$ cat src/rtl/spi_gain_writer_if.sv
// SPI pin bundle plus the register-map write port and status of spi_gain_writer.
// The host side drives the SPI pins; the decoder drives the map write port.
interface spi_gain_writer_if;
  logic       sclk;
  logic       cs_n;
  logic       mosi;
  logic       we;
  logic [7:0] addr;
  logic [7:0] data;
  logic       frame_err;
  logic       addr_err;
  logic [7:0] wr_count;

  modport master (
    output sclk, cs_n, mosi,
    input  we, addr, data, frame_err, addr_err, wr_count
  );

  modport slave (
    input  sclk, cs_n, mosi,
    output we, addr, data, frame_err, addr_err, wr_count
  );
endinterface

$ cat src/rtl/spi_gain_writer.sv
// SPI slave decoder turning 16-bit address/gain frames into register-map writes.
// SPI pins are synchronised into clk; all logic runs on clk.
//
// state   | meaning
// IDLE    | between frames, waiting for cs_n low
// ADDR    | shifting the address byte
// DATA    | shifting the gain byte
// COMMIT  | one cycle: write strobe or address error
// WAIT_CS | frame finished or discarded, waiting for cs_n high
module spi_gain_writer #(
  parameter int NUM_REGS    = 10,
  parameter int SYNC_STAGES = 2
) (
  input logic              clk,
  input logic              rst,
  spi_gain_writer_if.slave bus
);

  localparam int SW = $clog2(SYNC_STAGES + 1);

  typedef enum logic [2:0] {IDLE, ADDR, DATA, COMMIT, WAIT_CS} state_t;

  state_t                 state_q, state_d;
  logic [SYNC_STAGES-1:0] sclk_sync_q, cs_sync_q, mosi_sync_q;
  logic                   sclk_prev_q;
  logic [15:0]            sh_q, sh_d;
  logic [4:0]             bitcnt_q, bitcnt_d;
  logic [SW-1:0]          settle_q;
  logic [7:0]             addr_q, addr_d, data_q, data_d, wr_cnt_q, wr_cnt_d;
  logic                   sclk_s, cs_s, mosi_s, sclk_rise;
  logic                   commit, addr_ok, we;

  assign sclk_s    = sclk_sync_q[SYNC_STAGES-1];
  assign cs_s      = cs_sync_q[SYNC_STAGES-1];
  assign mosi_s    = mosi_sync_q[SYNC_STAGES-1];
  assign sclk_rise = sclk_s & ~sclk_prev_q;

  always_ff @(posedge clk or negedge rst) begin
    if (!rst) begin
      sclk_sync_q <= '0;
      cs_sync_q   <= '1;
      mosi_sync_q <= '0;
      sclk_prev_q <= 1'b0;
    end else begin
      sclk_sync_q <= {sclk_sync_q[SYNC_STAGES-2:0], bus.sclk};
      cs_sync_q   <= {cs_sync_q[SYNC_STAGES-2:0], bus.cs_n};
      mosi_sync_q <= {mosi_sync_q[SYNC_STAGES-2:0], bus.mosi};
      sclk_prev_q <= sclk_s;
    end
  end

  // settle_q masks the synchroniser's reset value of cs_n so a frame still
  // in progress across reset is not mistaken for a fresh cs_n rise.
  always_ff @(posedge clk or negedge rst) begin
    if (!rst) begin
      state_q  <= WAIT_CS;
      sh_q     <= '0;
      bitcnt_q <= '0;
      settle_q <= SW'(SYNC_STAGES);
      addr_q   <= '0;
      data_q   <= '0;
      wr_cnt_q <= '0;
    end else begin
      state_q  <= state_d;
      sh_q     <= sh_d;
      bitcnt_q <= bitcnt_d;
      if (settle_q != '0) settle_q <= settle_q - SW'(1);
      addr_q   <= addr_d;
      data_q   <= data_d;
      wr_cnt_q <= wr_cnt_d;
    end
  end

  always_comb begin
    state_d  = state_q;
    sh_d     = sh_q;
    bitcnt_d = bitcnt_q;
    case (state_q)
      IDLE: begin
        bitcnt_d = '0;
        if (!cs_s) state_d = ADDR;
      end
      ADDR, DATA: begin
        // cs_n high beats a coincident sclk rise
        if (cs_s) begin
          state_d = IDLE;
        end else if (sclk_rise) begin
          sh_d     = {sh_q[14:0], mosi_s};
          bitcnt_d = bitcnt_q + 5'd1;
          if (state_q == ADDR && bitcnt_q == 5'd7)  state_d = DATA;
          if (state_q == DATA && bitcnt_q == 5'd15) state_d = COMMIT;
        end
      end
      COMMIT:  state_d = WAIT_CS;
      WAIT_CS: if (cs_s && settle_q == '0) state_d = IDLE;
      default: state_d = WAIT_CS;
    endcase
  end

  always_comb begin
    commit   = (state_q == COMMIT);
    addr_ok  = ({1'b0, sh_q[15:8]} < 9'(NUM_REGS));
    we       = commit & addr_ok;
    addr_d   = we ? sh_q[15:8] : addr_q;
    data_d   = we ? sh_q[7:0]  : data_q;
    wr_cnt_d = we ? wr_cnt_q + 8'd1 : wr_cnt_q;
  end

  assign bus.we        = we;
  assign bus.addr      = addr_d;
  assign bus.data      = data_d;
  assign bus.addr_err  = commit & ~addr_ok;
  assign bus.frame_err = (state_q == ADDR || state_q == DATA) & cs_s;
  assign bus.wr_count  = wr_cnt_q;

endmodule
$ cat src/flat_wrapper.sv
// flat-port wrapper written by rule: the top's interface ports become plain ports
module spi_gain_writer_flat 
#(
  parameter int NUM_REGS    = 10,
  parameter int SYNC_STAGES = 2
)
  (clk, rst, bus_sclk, bus_cs_n, bus_mosi, bus_we, bus_addr, bus_data, bus_frame_err, bus_addr_err, bus_wr_count);
  spi_gain_writer_if bus_i ();
  input logic clk;
  input logic rst;
  input wire logic [$bits(bus_i.sclk)-1:0] bus_sclk;
  input wire logic [$bits(bus_i.cs_n)-1:0] bus_cs_n;
  input wire logic [$bits(bus_i.mosi)-1:0] bus_mosi;
  output wire logic [$bits(bus_i.we)-1:0] bus_we;
  output wire logic [$bits(bus_i.addr)-1:0] bus_addr;
  output wire logic [$bits(bus_i.data)-1:0] bus_data;
  output wire logic [$bits(bus_i.frame_err)-1:0] bus_frame_err;
  output wire logic [$bits(bus_i.addr_err)-1:0] bus_addr_err;
  output wire logic [$bits(bus_i.wr_count)-1:0] bus_wr_count;
  assign bus_i.sclk = bus_sclk;
  assign bus_i.cs_n = bus_cs_n;
  assign bus_i.mosi = bus_mosi;
  assign bus_we = bus_i.we;
  assign bus_addr = bus_i.addr;
  assign bus_data = bus_i.data;
  assign bus_frame_err = bus_i.frame_err;
  assign bus_addr_err = bus_i.addr_err;
  assign bus_wr_count = bus_i.wr_count;
  spi_gain_writer #(.NUM_REGS(NUM_REGS), .SYNC_STAGES(SYNC_STAGES)) u_core (.clk(clk), .rst(rst), .bus(bus_i));
endmodule
$ cat config.mk
export PLATFORM = sky130hd
export DESIGN_NAME = spi_gain_writer_flat
export DESIGN_NICKNAME = d
export VERILOG_FILES = /design/src/rtl/spi_gain_writer_if.sv /design/src/rtl/spi_gain_writer.sv /design/src/flat_wrapper.sv
export SDC_FILE = /design/constraint.sdc
export NUM_CORES = 1
export LEC_CHECK = 0
export ABC_AREA = 1
export CAP_MARGIN = 20
export CORE_UTILIZATION = 45
export CTS_BUF_LIST = sky130_fd_sc_hd__clkbuf_4
export CTS_CLUSTER_DIAMETER = 200
export DETAILED_ROUTE_END_ITERATION = 10
export GPL_ROUTABILITY_DRIVEN = 0
export MAX_ROUTING_LAYER = met4
export PLACE_DENSITY = 0.67
export SETUP_SLACK_MARGIN = 0.4
export SLEW_MARGIN = 20
export SYNTH_ARGS = -nofsm -noshare
export SYNTH_HDL_FRONTEND = slang
export SYNTH_SLANG_ARGS = --single-unit
$ cat constraint.sdc
create_clock -name clk -period 4.5 [get_ports clk]
set_clock_uncertainty 0.2 [all_clocks]
set_input_delay 0.9 -clock clk [delete_from_list [all_inputs] [get_ports clk]]
set_output_delay 0.9 -clock clk [all_outputs]
set_load 0.03 [all_outputs]
**Yosys cells after proc, flatten, opt, wreduce, memory -nomap -nowiden**

Cells that the tools add are included.

- Bits in registers: 57
- Output and inout bits: 27

- Muxes and demuxes: 12
- Add/subtract/negate cells: 3
- Reduce and logical (&&, ||, !) cells: 12
- $lt $le $gt $ge: 1
- Bitwise logic cells: 7
- Equality and inequality tests: 12

Operators with widths:

| cell | number |
|---|---|
| 3-bit two-way mux | 6 |
| 8-bit two-way mux | 2 |
| 5-bit two-way mux | 2 |
| 5-bit case mux with 2 select lines | 1 |
| 3-bit case mux with 3 select lines | 1 |
| 8-bit by 1-bit adder with 8-bit output (second input constant) | 1 |
| 8-bit by 4-bit less-than comparator with 1-bit output (second input constant) | 1 |
| 3-bit by 2-bit equality test with 1-bit output (second input constant) | 2 |
| 3-bit AND reduction | 2 |
| 5-bit by 1-bit adder with 5-bit output (second input constant) | 1 |
| 5-bit by 3-bit equality test with 1-bit output (second input constant) | 1 |
| 5-bit by 4-bit equality test with 1-bit output (second input constant) | 1 |
| 1-bit AND | 4 |
| 2-bit by 1-bit inequality test with 1-bit output (second input constant) | 2 |
| 2-bit inequality test (second input constant) | 2 |
| 4-bit by 1-bit inequality test with 1-bit output (second input constant) | 1 |
| 4-bit AND reduction | 1 |
| 2-bit nonzero test | 2 |
| 3-bit by 1-bit equality test with 1-bit output (second input constant) | 1 |
| 3-bit equality test (second input constant) | 1 |
| 1-bit logical AND | 3 |
| 3-bit logical NOT | 1 |
| 3-bit by 1-bit inequality test with 1-bit output (second input constant) | 1 |
| 1-bit NOT | 3 |
| other kinds (4) | 4 |

**Logic depth before layout (Yosys ltp)**

- Word-level depth: 7
- Mapped depth: 11

**Least setup slack after synthesis**

OpenSTA, ideal clock, no wires.

- Path kind: reg2out
- From: reg u_core.sh_q[12]
- To: out bus_addr[0]
- Arrival time: 1,486 ps
- Setup slack: 1,914 ps
- Cell stages (with the launch flop): 7
- Path through: dfrtp_1 -> inv_1 -> nand2_1 -> nor3_2 -> nand3b_4 -> buf_6 -> o21ai_1

- Word-level cells in the longest chain between the ends: 3

Ends and longest elaborated chain:

| element | RTL line | source |
|---|---|---|
| start: declaration | spi_gain_writer.sv:26 | `logic [15:0] sh_q, sh_d;` |
| start signal: assignment | spi_gain_writer.sv:57 | `sh_q <= '0;` |
| start signal: assignment | spi_gain_writer.sv:65 | `sh_q <= sh_d;` |
| 8-bit by 4-bit less-than comparator with 1-bit output | spi_gain_writer.sv:102 | `addr_ok = ({1'b0, sh_q[15:8]} < 9'(NUM_REGS));` |
| 1-bit AND | spi_gain_writer.sv:103 | `we = commit & addr_ok;` |
| 8-bit two-way mux | spi_gain_writer.sv:104 | `addr_d = we ? sh_q[15:8] : addr_q;` |
| end: declaration | flat_wrapper.sv:15 | `output wire logic [$bits(bus_i.addr)-1:0] bus_addr;` |

Every way passes these cells.

**Final worst setup path**

- From: reg u_core.sh_q[12]
- To: out bus_addr[3]

Same word-level chain as after synthesis.

==> flow_metrics.tcl <==
set metrics [dict create \
    p_int_uw 868 \
    r2r-end "u_core.bus.wr_count[7]" \
    finalHoldViolCount 0 \
    min_to "u_core.mosi_sync_q[1]" \
    grt_pass1_vias 1612 \
    cts_buffers 9 \
    dieArea_um2 5830 \
    cts_num_sinks 57 \
    required_ns 3.40 \
    via_per_inst 4.66 \
    synth_fp_nets 280 \
    cts_hold_buf 0 \
    path_max_fanout 37 \
    maxSlewViolCount 0 \
    hpwl_um 2750 \
    slowest_stage "clkdlybuf4s50_1" \
    holdWs_ns 0.159 \
    hp-class "reg2reg" \
    tightest_slew_ns 0.689 \
    yosysWarningCount 0 \
    hp-start "u_core.mosi_sync_q[0]" \
    max-vdd-ir-drop_v 0.000255 \
    placedCellCount 367 \
    rows 26 \
    synth-seq-area-share 0.575 \
    crit_type "reg2out" \
    fillers 507 \
    fp.dieH_um 76.4 \
    routed_wl_um 4110 \
    min_path_cells 0 \
    syn_to_final_growth_pct 19.1 \
    fin_area_um2 2970 \
    period_minus_slack_ns 3.63 \
    vias 1786 \
    cap_violations 0 \
    cp_cell_sequence "inv_1, nand2_1, nor3_2, nand3b_4, o21ai_1, clkdlybuf4s50_1" \
    setup_viol 0 \
    p_leak_uw 0.00148 \
    p_seq_frac 0.466 \
    fin_crit_sh 0.806 \
    pwr-share-comb 0.256 \
    drc 0 \
    synthCells 271 \
    cts_resized 0 \
    drtAntennaViolNets 0 \
    cp_num_buf_inv 2 \
    synth_cell_types 25 \
    clkTransAtPathRegs_ns 0.10 \
    end_kind "primary output" \
    slowest_delay_ns 0.71 \
    reg2reg_depth 7 \
    drt_iter0_drc 107 \
    cts_tree "yes" \
    drive_above_1_share 0.109 \
    diodes 0 \
    grt_pass1_wl_um 7280 \
    avgSynthCellArea_um2 9.19 \
    p_switching_uw 456 \
    core_um2 5200 \
    yosys_register_bits 57 \
    ios 32 \
    placed_cell_area_um2 2820 \
    multi_input_area_um2 837 \
    p_clk_frac 0.278 \
    rsz0062_at_grt "false" \
    drtPass1Iterations 4 \
    initial_utilization 0.478 \
    worstPathArrival_ns 2.53 \
    grtUsageTotal 0.168 \
    grt_max_degree 58 \
    layout_commonest_cell "nand2_1" \
    insertion_delay_ns 0.39 \
    fmax_ghz 0.276 \
    r2r_start "u_core.sh_q[12]" \
    p_per_area_nw_per_um2 446 \
    netlist_area_um2 2490 \
    die_w_um 76.4 \
    finalSetupTns_ns 0 \
    register_area_um2 1430 \
    antenna_found_initial 0 \
    power.share.switching 0.345 \
    final_cells 383 \
    mostFrequentLayoutCells "nand2_1 (88), dfrtp_1 (53), inv_1 (38), clkdlybuf4s50_1 (30), o21ai_1 (29)" \
    nets 317 \
    rrSetupSlack_ns 2.70 \
    h-tree-depth 3 \
    start_kind "flop" \
    wire_per_inst_um 10.7 \
    status "completed" \
    port_buffers 31 \
    slew_headroom 0.541 \
    overflow 0 \
    post-cts-setup-buffers 0 \
    path_delay_family "buffers and inverters" \
    clockBufferDepth 2 \
    cts-root-buf "clkbuf_4" \
]
## area by class of cell
class / instances / area share
Clock buffer: 10 / 0.0253
Multi-Input combinational cell: 167 / 0.282
Timing Repair Buffer: 32 / 0.105
Sequential cell: 57 / 0.482
Tap cell: 70 / 0.0295
Inverter: 41 / 0.0519
Clock inverter: 6 / 0.0232
## Yosys cell counts
master | instances | share of area
nand2_1 | 88 | 0.13
dfrtp_1 | 53 | 0.53
inv_1 | 38 | 0.057
o21ai_1 | 29 | 0.058
nand3_1 | 9 | 0.018
nor2_1 | 8 | 0.012
buf_6 | 6 | 0.027
dfstp_2 | 4 | 0.042
ha_1 | 4 | 0.020
xnor2_1 | 4 | 0.014
xor2_1 | 4 | 0.014
inv_2 | 3 | 0.0045
nor3_1 | 3 | 0.0060
o21ai_0 | 3 | 0.0060
a21oi_1 | 2 | 0.0040
nand2_2 | 2 | 0.0050
nand4_1 | 2 | 0.0050
or2_1 | 2 | 0.0050
nand2_4 | 1 | 0.0045
nand3_2 | 1 | 0.0040
nand3b_4 | 1 | 0.0080
nor2_2 | 1 | 0.0025
nor2_4 | 1 | 0.0045
nor2_8 | 1 | 0.0080
nor3_2 | 1 | 0.0040
## power groups by stage
stage,clock network (uW),logic (uW),registers (uW)
after floorplan,0,228,641
after global placement,0,335,625
after detailed placement,0,341,625
after CTS,387,342,617
after global routing,413,379,626
final,368,339,618
## per-stage QoR
stage / setup slack (ns) / util / total power [uW]
final: 0.872 / 0.570 / 1320
after detailed placement: 1.27 / 0.542 / 967
after floorplan: 1.91 / - / 869
after CTS: 0.790 / 0.570 / 1350
after global placement: 1.30 / 0.542 / 960
after global routing: 0.584 / 0.570 / 1420
## layer usage
metal  track usage  up-vias  routed length [um]
met1         0.210      831                1930
met5             -        -                   0
li1              -      911                   -
met4        0.0635        0                  62
met3        0.0743        7                 241
met2         0.241       37                1870
## cell families (layout without fill, tap and decap cells)
logic type      count (synthesis)  after routing  share of synthesized area
simple gates                  121            121                      0.220
flops                          57             57                      0.575
buf+inv                        47             89                     0.0889
compound gates                 34             34                     0.0683
xor+xnor                        8              8                     0.0281
fa+ha+maj                       4              4                     0.0201
## registers in the layout, indices dropped and copies added (netlist names)
| signal | flops |
|---|---|
| u_core.mosi_sync_q | 2 |
| u_core.addr_q | 8 |
| u_core.data_q | 8 |
| u_core.sh_q | 16 |
| u_core.cs_sync_q | 2 |
| u_core.sclk_prev_q | 1 |
| u_core.state_q | 3 |
| u_core.sclk_sync_q | 2 |
| u_core.settle_q | 2 |
| u_core.bitcnt_q | 5 |
| u_core.bus.wr_count | 8 |
## worst max-delay path by stage
stage                             end  slack (ns)             from  depth (start not counted)
after CTS                 bus_addr[3]        0.79  u_core.sh_q[12]                          6
after global routing      bus_addr[3]        0.58  u_core.sh_q[12]                          6
after floorplan           bus_addr[0]        1.91  u_core.sh_q[12]                          6
after global placement    bus_addr[3]        1.30  u_core.sh_q[12]                          6
final                     bus_addr[3]        0.87  u_core.sh_q[12]                          6
after detailed placement  bus_addr[3]        1.27  u_core.sh_q[12]                          6
## worst reg2reg max path: stages (launching register included)
cell	delay [ns]
dfrtp_1	0.39
inv_1	0.07
nand2_1	0.06
nor3_2	0.20
nand3b_4	0.37
inv_2	0.27
nand2_1	0.09
o21ai_1	0.08
Power figures use the tool's default switching activity.
==> edit: new RTL, same settings <==
Take the reset off `sh_q`, `addr_q` and `data_q` and load them in a clocked block of their own.
--- a/src/rtl/spi_gain_writer.sv
+++ b/src/rtl/spi_gain_writer.sv
@@ -56,7 +56,4 @@
       state_q  <= WAIT_CS;
-      sh_q     <= '0;
       bitcnt_q <= '0;
       settle_q <= SW'(SYNC_STAGES);
-      addr_q   <= '0;
-      data_q   <= '0;
       wr_cnt_q <= '0;
@@ -64,9 +61,12 @@
       state_q  <= state_d;
-      sh_q     <= sh_d;
       bitcnt_q <= bitcnt_d;
       if (settle_q != '0) settle_q <= settle_q - SW'(1);
-      addr_q   <= addr_d;
-      data_q   <= data_d;
       wr_cnt_q <= wr_cnt_d;
     end
+  end
+
+  always_ff @(posedge clk) begin
+    sh_q   <= sh_d;
+    addr_q <= addr_d;
+    data_q <= data_d;
   end
Behaviour: no difference found for any inputs over 10 cycles, from zero or initial values and one cycle with rst low; that may be too few to reach the edited logic, so the function may still have changed.
==> edit against the unedited design <==
Wire length down 11%; sequential cell count unchanged; worst setup slack worse by 0.018 ns; worst hold slack worse by 0.0049 ns; non-clock buffer count up 1; cell area down 6.1%; count of clock-buffer cells in the layout unchanged; critical endpoint is now bus_data[4]; largest cell class unchanged; synthesized area down 9.2%; total power down 8.0%; first-iteration DRC count down 68%.
==> edit: results (changes against the unedited design) <==
status=complete, no violations; DPL Wire Length=2.45 mm (-11%); CTS-repair resized insts=0 (unchanged); cell total after placement=331 (-9.8%); Synth Area per Inst=9.62 um^2 (+4.7%); Max VDD drop=0.259 mV (+1.6%); # fillers=414 (-18%); CP Max Fanout=23 (-38%); largest cells by area after synthesis=sky130_fd_sc_hd__dfrtp_1, sky130_fd_sc_hd__edfxtp_1, sky130_fd_sc_hd__nand2_1, sky130_fd_sc_hd__dfxtp_1, sky130_fd_sc_hd__dfstp_2; maximum number of pins on one net before global-route repair=26 (-55%); Distinct cells, synth=26 (+4.0%); met1 wire length=1.74 mm (-9.8%); post-detailed-routing wire length=3.64 mm (-11%); layout net count=284 (-10%); routed length on met3=205 um (-15%); Cell Count, Final, Fillers Out=347 (-9.4%); Detail Route met2 WL=1.63 mm (-13%); commonest register cell after synthesis=sky130_fd_sc_hd__dfrtp_1; maximum root-to-sink buffer count=2 (unchanged); number of DRC markers after the initial detailed-route iteration=34 (-68%); global routing usage summed across all routing layers=17.5% (+0.62 points); Largest Register=u_core.sh_q; Lkg Pwr=1.30 nW (-12%); ratio of cells with drive above 1 in the final layout=10.4% (-0.51 points); worst stage delay on the critical path=0.67 ns (-0.04 ns); sequential element share of the synthesized area=63.3% (+5.8 points); relative max-transition margin=63.5% (+9.4 points); classification of the worst-slack hold path=reg -> reg; fraction of power spent switching nets=28.3% (-6.2 points); initial antenna violation count=0 (unchanged); global-route wire length before repair=6.56 mm (-9.9%); via count of the first global-routing pass=1461 (-9.4%); leading cell types by count after synthesis=sky130_fd_sc_hd__nand2_1, sky130_fd_sc_hd__inv_1, sky130_fd_sc_hd__dfrtp_1, sky130_fd_sc_hd__dfxtp_1, sky130_fd_sc_hd__edfxtp_1; Async S/R FF share, synth=43.9% (-56 points); Worst Path Arrival=2.55 ns (+0.02 ns); number of flops mapped to enable cells by yosys=16 (+16); number of optimization iterations in the first detailed-route pass=4 (unchanged); clock-pin slew on the worst setup and hold paths=0.10 ns (about the same); ratio of routed vias to standard cells=4.47 (-4.1%)
==> edit: cell type report <==
class | count | area share, %
Sequential cell | 57 | 51.4
Inverter | 29 | 4.00
Timing Repair Buffer | 33 | 11.5
Clock buffer | 10 | 2.69
Clock inverter | 6 | 2.92
Tap cell | 67 | 3.01
Multi-Input combinational cell | 145 | 24.5
==> edit: cells by family after synthesis <==
group | Yosys count | synth area share [%]
simple gates | 124 | 23.1
flops | 57 | 63.3
buf+inv | 33 | 6.47
compound gates | 11 | 2.55
xor+xnor | 6 | 2.32
fa+ha+maj | 4 | 2.21
==> edit: final timing paths <==
check	cells past startpoint	slack [ns]	end	start
worst max-delay path	6	0.85	bus_data[4]	u_core.sh_q[9]$_DFFE_PP_
worst min-delay path	0	0.15	u_core.sclk_sync_q[1]$_DFF_PN0_	u_core.sclk_sync_q[0]$_DFF_PN0_
worst max register to register	8	2.65	u_core.bitcnt_q[1]$_DFFE_PN0P_	u_core.state_q[1]$_DFFE_PN0P_
worst min register to register	0	0.15	u_core.sclk_sync_q[1]$_DFF_PN0_	u_core.sclk_sync_q[0]$_DFF_PN0_
max in group asynchronous	2	3.38	u_core.state_q[1]$_DFFE_PN0P_	rst
min in group asynchronous	1	0.27	u_core.state_q[0]$_DFFE_PN0P_	rst
==> edit: routing by layer <==
layer  global-route usage, %  up-vias
met5                       -        -
li1                        -      815
met3                    8.29        7
met2                    24.8       26
met1                    21.4      704
met4                    7.19        0
==> edit: critical path, delay by kind of cell, from the launching register on <==
kind,cells,cell delay (ns)
and+or+nand+nor,3,0.47
buffers and inverters,2,0.96
DFF,1,0.43
AOI/OAI and AO/OA,1,0.28
==> edit: power groups by stage <==
stage / Clock (mW) / Sequential [mW] / Combinational (mW)
floorplan: 0 / 0.604 / 0.145
global placement: 0 / 0.608 / 0.205
detailed placement: 0 / 0.608 / 0.207
CTS: 0.433 / 0.598 / 0.207
global route: 0.451 / 0.604 / 0.231
finish: 0.417 / 0.598 / 0.204
==> edit: stage by stage <==
stage | setup slack [ns] | cell area (um^2) | util [%]
finish | 0.854 | 2790 | 58.2
floorplan | 2.11 | 2260 | -
CTS | 0.762 | 2790 | 58.3
global route | 0.605 | 2790 | 58.2
global placement | 1.29 | 2640 | 55.1
detailed placement | 1.23 | 2640 | 55.1
